`src/rtl/sequential_divider.sv`:
```
// Multi-cycle unsigned restoring divider: one quotient bit per clock, one-cycle done pulse.
// Optional macro DIVIDER_DIV0_FLAG_EN adds a div_by_zero flag and a one-cycle divide-by-zero path.
//   state | meaning
//   IDLE  | waiting for start, results held
//   CALC  | iterating, one quotient bit per edge
//   DONE  | done pulse; a start here is accepted back-to-back
module sequential_divider #(
    parameter int SIZE = 4
) (
    input  logic            clk,
    input  logic            rst,
    input  logic            start,
    input  logic [SIZE-1:0] dividend,
    input  logic [SIZE-1:0] divisor,
    output logic            busy,
    output logic            done,
    output logic [SIZE-1:0] quotient,
    output logic [SIZE-1:0] remainder
`ifdef DIVIDER_DIV0_FLAG_EN
    ,
    output logic            div_by_zero
`endif
);

    localparam int CW = $clog2(SIZE + 1);

    typedef enum logic [1:0] {
        IDLE = 2'd0,
        CALC = 2'd1,
        DONE = 2'd2
    } state_t;

    state_t          state;
    logic [CW-1:0]   count;
    logic [SIZE-1:0] part_rem;
    logic [SIZE-1:0] work_div;
    logic [SIZE-1:0] div_reg;

    logic [SIZE:0]   shifted;
    logic [SIZE:0]   trial;
    logic            q_bit;
    logic [SIZE-1:0] next_rem;

    // part_rem < divisor keeps the SIZE+1-bit trial in range; its MSB is the borrow
    always_comb begin
        shifted  = {part_rem, work_div[SIZE-1]};
        trial    = shifted - {1'b0, div_reg};
        q_bit    = ~trial[SIZE];
        next_rem = q_bit ? trial[SIZE-1:0] : shifted[SIZE-1:0];
    end

    always_ff @(posedge clk or posedge rst) begin
        if (rst) begin
            state     <= IDLE;
            busy      <= 1'b0;
            done      <= 1'b0;
            quotient  <= '0;
            remainder <= '0;
            count     <= '0;
            part_rem  <= '0;
            work_div  <= '0;
            div_reg   <= '0;
`ifdef DIVIDER_DIV0_FLAG_EN
            div_by_zero <= 1'b0;
`endif
        end else begin
            done <= 1'b0;
            case (state)
                IDLE, DONE: begin
                    if (start) begin
`ifdef DIVIDER_DIV0_FLAG_EN
                        div_by_zero <= 1'b0;
                        if (divisor == '0) begin
                            state       <= DONE;
                            busy        <= 1'b0;
                            done        <= 1'b1;
                            quotient    <= '1;
                            remainder   <= dividend;
                            div_by_zero <= 1'b1;
                        end else
`endif
                        begin
                            state    <= CALC;
                            busy     <= 1'b1;
                            div_reg  <= divisor;
                            work_div <= dividend;
                            part_rem <= '0;
                            count    <= CW'(SIZE);
                        end
                    end else begin
                        state <= IDLE;
                        busy  <= 1'b0;
                    end
                end
                CALC: begin
                    // quotient bits enter work_div from the right as dividend bits leave on the left
                    work_div <= {work_div[SIZE-2:0], q_bit};
                    part_rem <= next_rem;
                    count    <= count - CW'(1);
                    if (count == CW'(1)) begin
                        quotient  <= {work_div[SIZE-2:0], q_bit};
                        remainder <= next_rem;
                        state     <= DONE;
                        busy      <= 1'b0;
                        done      <= 1'b1;
                    end
                end
                default: begin
                    state <= IDLE;
                    busy  <= 1'b0;
                end
            endcase
        end
    end

endmodule
```
`config.mk`:
```
export PLATFORM = sky130hd
export DESIGN_NAME = sequential_divider
export DESIGN_NICKNAME = d
export VERILOG_FILES = /design/src/rtl/sequential_divider.sv
export SDC_FILE = /design/constraint.sdc
export NUM_CORES = 1
export LEC_CHECK = 0
export BUFFER_PORTS_ARGS = -buffer_cell sky130_fd_sc_hd__buf_2
export CORE_MARGIN = 10
export CORE_UTILIZATION = 48
export DETAILED_ROUTE_END_ITERATION = 8
export PLACE_DENSITY = 0.72
export SYNTH_ARGS = -nofsm -noshare
export SYNTH_HDL_FRONTEND = slang
export SYNTH_SLANG_ARGS = --single-unit
```
`constraint.sdc`:
```
create_clock -name clk -period 2 [get_ports clk]
set_input_delay 0.4 -clock clk [delete_from_list [all_inputs] [get_ports clk]]
set_output_delay 0.4 -clock clk [all_outputs]
set_load 0.02 [all_outputs]
```
# Word level (Yosys, flattened, before mapping)
# Index checks and enable logic that the tools add are counted.
[word_totals]
out_inout_bits = 10
regBits = 27
memories = 0
romBits = 0
input_bits = 11
mem_bits_rw = 0
latch_bits = 0
[classes]
n_mux = 15
n_eq_ne = 5
n_addsub = 2
magnitude_cmp = 0
div = 0
n_mul = 0
n_reduce_logical = 6
bitwise_logic = 1
shifts = 0
[op_table]
columns = ["cell", "n"]
rows = [
  ["case mux 4 bit (2 select lines)", 2],
  ["2-to-1 mux 4 bit", 3],
  ["case mux 3 bit (2 select lines)", 1],
  ["AND reduction 2 bit", 3],
  ["2-to-1 mux 1 bit", 5],
  ["subtractor 5 x 4 -> 5 bit", 1],
  ["!= test 2 bit (second input constant)", 2],
  ["case mux 2 bit (2 select lines)", 1],
  ["equality test 3 x 1 -> 1 bit (second input constant)", 1],
  ["2-to-1 mux 3 bit", 1],
  ["subtractor 3 x 1 -> 3 bit (second input constant)", 1],
  ["equality test 2 x 1 -> 1 bit (second input constant)", 1],
  ["equality test 2 bit (second input constant)", 1],
  ["zero test 2 bit", 1],
  ["2-to-1 mux 2 bit", 1],
  ["case mux 1 bit (2 select lines)", 1],
  ["nonzero test 2 bit", 1],
  ["OR reduction 2 bit", 1],
  ["inverter 1 bit", 1],
]

# Logic depth before layout (Yosys ltp)
[depth]
word_depth = 4
ltp_mapped = 8

# Worst setup path before layout
# Ideal clock, no wire load.
[synth_path]
path_kind = "reg2reg"
start = "reg work_div[3]"
end = "reg remainder[0]"
path_stages_with_launch = 9
synth_period_minus_slack_ns = 2.015
n_path_buf = 0
setup_time_ns = 0.095
path_slack_ns = -0.015
t_required_ns = 1.905
t_arrival_ns = 1.919
cell_sequence = "dfrtp_1 -> inv_1 -> ha_1 -> inv_1 -> fa_1 -> a211o_1 -> a21o_4 -> and3_4 -> o31ai_1"
[synth_between]
elab_chain_len = 2
[synth_lines]
columns = ["element", "line_no", "source"]
rows = [
  ["from (decl)", "36", "logic [SIZE-1:0] work_div;"],
  ["from (signal assigned)", "86", "work_div <= dividend;"],
  ["from (signal assigned)", "97", "work_div <= {work_div[SIZE-2:0], q_bit};"],
  ["subtractor 5 x 4 -> 5 bit", "47", "trial = shifted - {1'b0, div_reg};"],
  ["2-to-1 mux 4 bit (*)", "49", "next_rem = q_bit ? trial[SIZE-1:0] : shifted[SIZE-1:0];"],
  ["to (signal assigned)", "102", "remainder <= next_rem;"],
  ["to (decl)", "18", "output logic [SIZE-1:0] remainder"],
]
# Every way passes the cells marked *; elsewhere a longest branch is shown, timed or not.
# A chain may end at the register's enable or synchronous reset.

# Final worst setup path
# Ends and elaborated chain as after synthesis.

==> impl_metrics.json <==
{
  "maxSlewViolCount": 0,
  "critPathBufInv": 2,
  "vias_per_cell": 5.73,
  "regArea_sq_um": 651,
  "r2r-end": "remainder[0]$_DFFE_PP0P_",
  "synth-seq-cells": 26,
  "port_buffers": 20,
  "grt_max_degree": 27,
  "antenna_found_initial": 0,
  "worstPathRequired_ps": 2240,
  "finalWorstSetupSlack_ps": -119,
  "nets": 199,
  "hold_viol_final": 0,
  "violations": "negative setup slack",
  "drcViolationCount": 0,
  "cts_tree": "built",
  "syn2layout_area_growth_pct": 28.9,
  "setup_viol": 8,
  "synth_seq_area_share_pct": 48.8,
  "reg2reg_depth": 8,
  "min_period_over_period_pct": 106,
  "cts.sinks": 26,
  "start_util_pct": 49.2,
  "cts_buffer_depth": 2,
  "die_w_um": 72.7,
  "reg2reg_from": "work_div[3]$_DFFE_PP0P_",
  "fin_skew_ps": 17.9,
  "crit_fanout": 7,
  "routabilityCongestion": 0.864,
  "yosysWarnings": 0,
  "async_flop_share_pct": 100,
  "cp_top_family": "compound AO/OA/AOI/OAI gates",
  "dr.pass1.iters": 4,
  "cap_violations": 0,
  "antennaDiodeCount": 0,
  "chipHeight_um": 72.7,
  "clk_latency_ps": 340,
  "critPathLaunchType": "flop",
  "rrSetupSlack_ps": -120,
  "cts-root-buf": "clkbuf_4",
  "max_freq_mhz": 472,
  "drive_gt1_share_pct": 33.9,
  "critPathArrivalTime_ps": 2360,
  "ios": 21,
  "grt_pass1_vias": 1211,
  "synth_edf_count": 0,
  "antenna_left": 0,
  "dr.first_iter.drc_count": 90,
  "die_area_sq_mm": 0.00528,
  "numCtsBuffers": 3,
  "grt_overflow_total": 0,
  "drt_wl_total_um": 3610,
  "crit_slowest_cell": "dfrtp_1",
  "crit_chain": "inv_2 -> ha_4 -> inv_2 -> fa_2 -> a211o_1 -> a21o_4 -> and3_4 -> o31ai_2",
  "ys_types": 32,
  "rsz0062_at_grt": "true",
  "cp_common_cell": "inv_2",
  "syn_area_sq_mm": 0.00133,
  "path_clk_slew_ps": 160,
  "dr_total_vias": 1209,
  "final.min_clock_period_ps": 2120,
  "syn_area_per_cell_sq_um": 9.32,
  "core-area_sq_mm": 0.00271,
  "synth_cells": 143,
  "criticalPathCategory": "reg -> reg",
  "wire_per_inst_um": 17.1,
  "dpl.hpwl_um": 2380,
  "status": "finished, violations left",
  "tightestPinTransition_ps": 581,
  "fillCellCount": 219,
  "relSlewSlack_pct": 61.3,
  "grt_first_pass_wirelength_um": 5690,
  "fp-row-count": 19,
  "finalInstanceArea_sq_mm": 0.00172,
  "grt_usage_pct": 13.4,
  "slowest_delay_ps": 420,
  "htreeDepth": 1,
  "postCtsHoldBufs": 0,
  "min_path_type": "in -> async",
  "place_area_sq_mm": 0.00153,
  "multi_input_area_sq_um": 711,
  "synthesis.nets": 161,
  "ys.flop_type": "dfrtp_1",
  "cp-end-kind": "flop"
}
==> worst register-to-register path, stage by stage, from the launching register on <==
cell	delay [ps]
dfrtp_1	420
inv_2	100
ha_4	130
inv_2	40
fa_2	360
a211o_1	370
a21o_4	260
and3_4	190
o31ai_2	180
==> cells by family (layout without fill, tap and decap cells) <==
group,count (synthesis),after routing,share of synthesized area [%]
AO/OA/AOI/OAI,34,34,17.8
AND/OR/NAND/NOR,60,60,20.9
adder cells (fa/ha/maj),7,7,7.14
XOR/XNOR,2,2,1.31
flip-flops,26,26,48.8
buffers and inverters,14,51,3.94
==> metal layers <==
metal	track usage [%]	share of wire, %
met5	0	0
met4	4.64	2.0
met3	3.67	5.1
met2	24.0	54
met1	14.8	39
==> what timing repair did <==
item / 4_1_cts / 5_1_grt
setup endpoints to repair: 6 / 8
pin swaps: 3 / 3
buffers inserted: 2 / 5
resized for setup: 8 / 10
==> metrics by stage <==
| step | TNS [ps] | std cells | hold slack (ps) | setup WS [ps] | utilization [%] |
|---|---|---|---|---|---|
| after floorplan | 0 | 143 | 440 | 10.6 | - |
| after global placement | 0 | 200 | 452 | 9.44 | 56.6 |
| after detailed placement | -197 | 200 | 456 | -63.3 | 56.6 |
| after CTS | -74.2 | 206 | 95.6 | -27.3 | 60.2 |
| after global routing | -1450 | 211 | 104 | -213 | 63.4 |
| final | -717 | 211 | 76.9 | -119 | 63.4 |
==> worst max path at each step <==
stage / from / endpoint / depth (start not counted)
final: work_div[3]$_DFFE_PP0P_ / remainder[0]$_DFFE_PP0P_ / 8
after global routing: work_div[3]$_DFFE_PP0P_ / part_rem[3]$_DFFE_PP0P_ / 8
after CTS: work_div[3]$_DFFE_PP0P_ / remainder[0]$_DFFE_PP0P_ / 8
after detailed placement: work_div[3]$_DFFE_PP0P_ / remainder[0]$_DFFE_PP0P_ / 8
after global placement: work_div[3]$_DFFE_PP0P_ / part_rem[0]$_DFFE_PP0P_ / 8
after floorplan: work_div[3]$_DFFE_PP0P_ / remainder[0]$_DFFE_PP0P_ / 8
==> final cells by class <==
type                    count  area share, %
multi-input cells         103           41.4
flip-flops and latches     26           37.9
repair buffers             37           13.3
well taps                  31           2.26
inverters                  10           2.18
clock inverters             1           1.75
clock buffers               3           1.31
==> Yosys cell counts (all sizes together) (3+ instances only) <==
master  count  area share (%)
nor2b       3             1.4
o21ai       9             3.4
nand3       3             1.1
inv        10             2.8
clkbuf      4             1.1
nor2        6             1.7
a31oi       3             1.4
ha          6             5.6
nand2      37              10
nand2b      4             1.9
o31ai       4             2.3
a21oi       4             1.5
and3        3             2.2
dfrtp      26              49
==> cells in the final DEF (no fill, tap or decap), types with 2 or more instances in the layout <==
cell / count
a21oi_2: 2
nor2b_1: 3
nand2b_1: 4
a31oi_1: 3
dfrtp_1: 26
a21oi_1: 2
and3_4: 2
ha_1: 5
nor2_1: 6
o31ai_2: 3
a211o_1: 2
nand4_1: 2
nand3_1: 2
a221oi_2: 2
buf_4: 17
buf_2: 20
inv_2: 2
clkbuf_4: 3
inv_1: 8
o21ai_0: 8
a2111oi_0: 2
nand2_1: 36
Power is not shown: default switching activity piles up to over one toggle a cycle in this logic, so the estimate is an artifact.
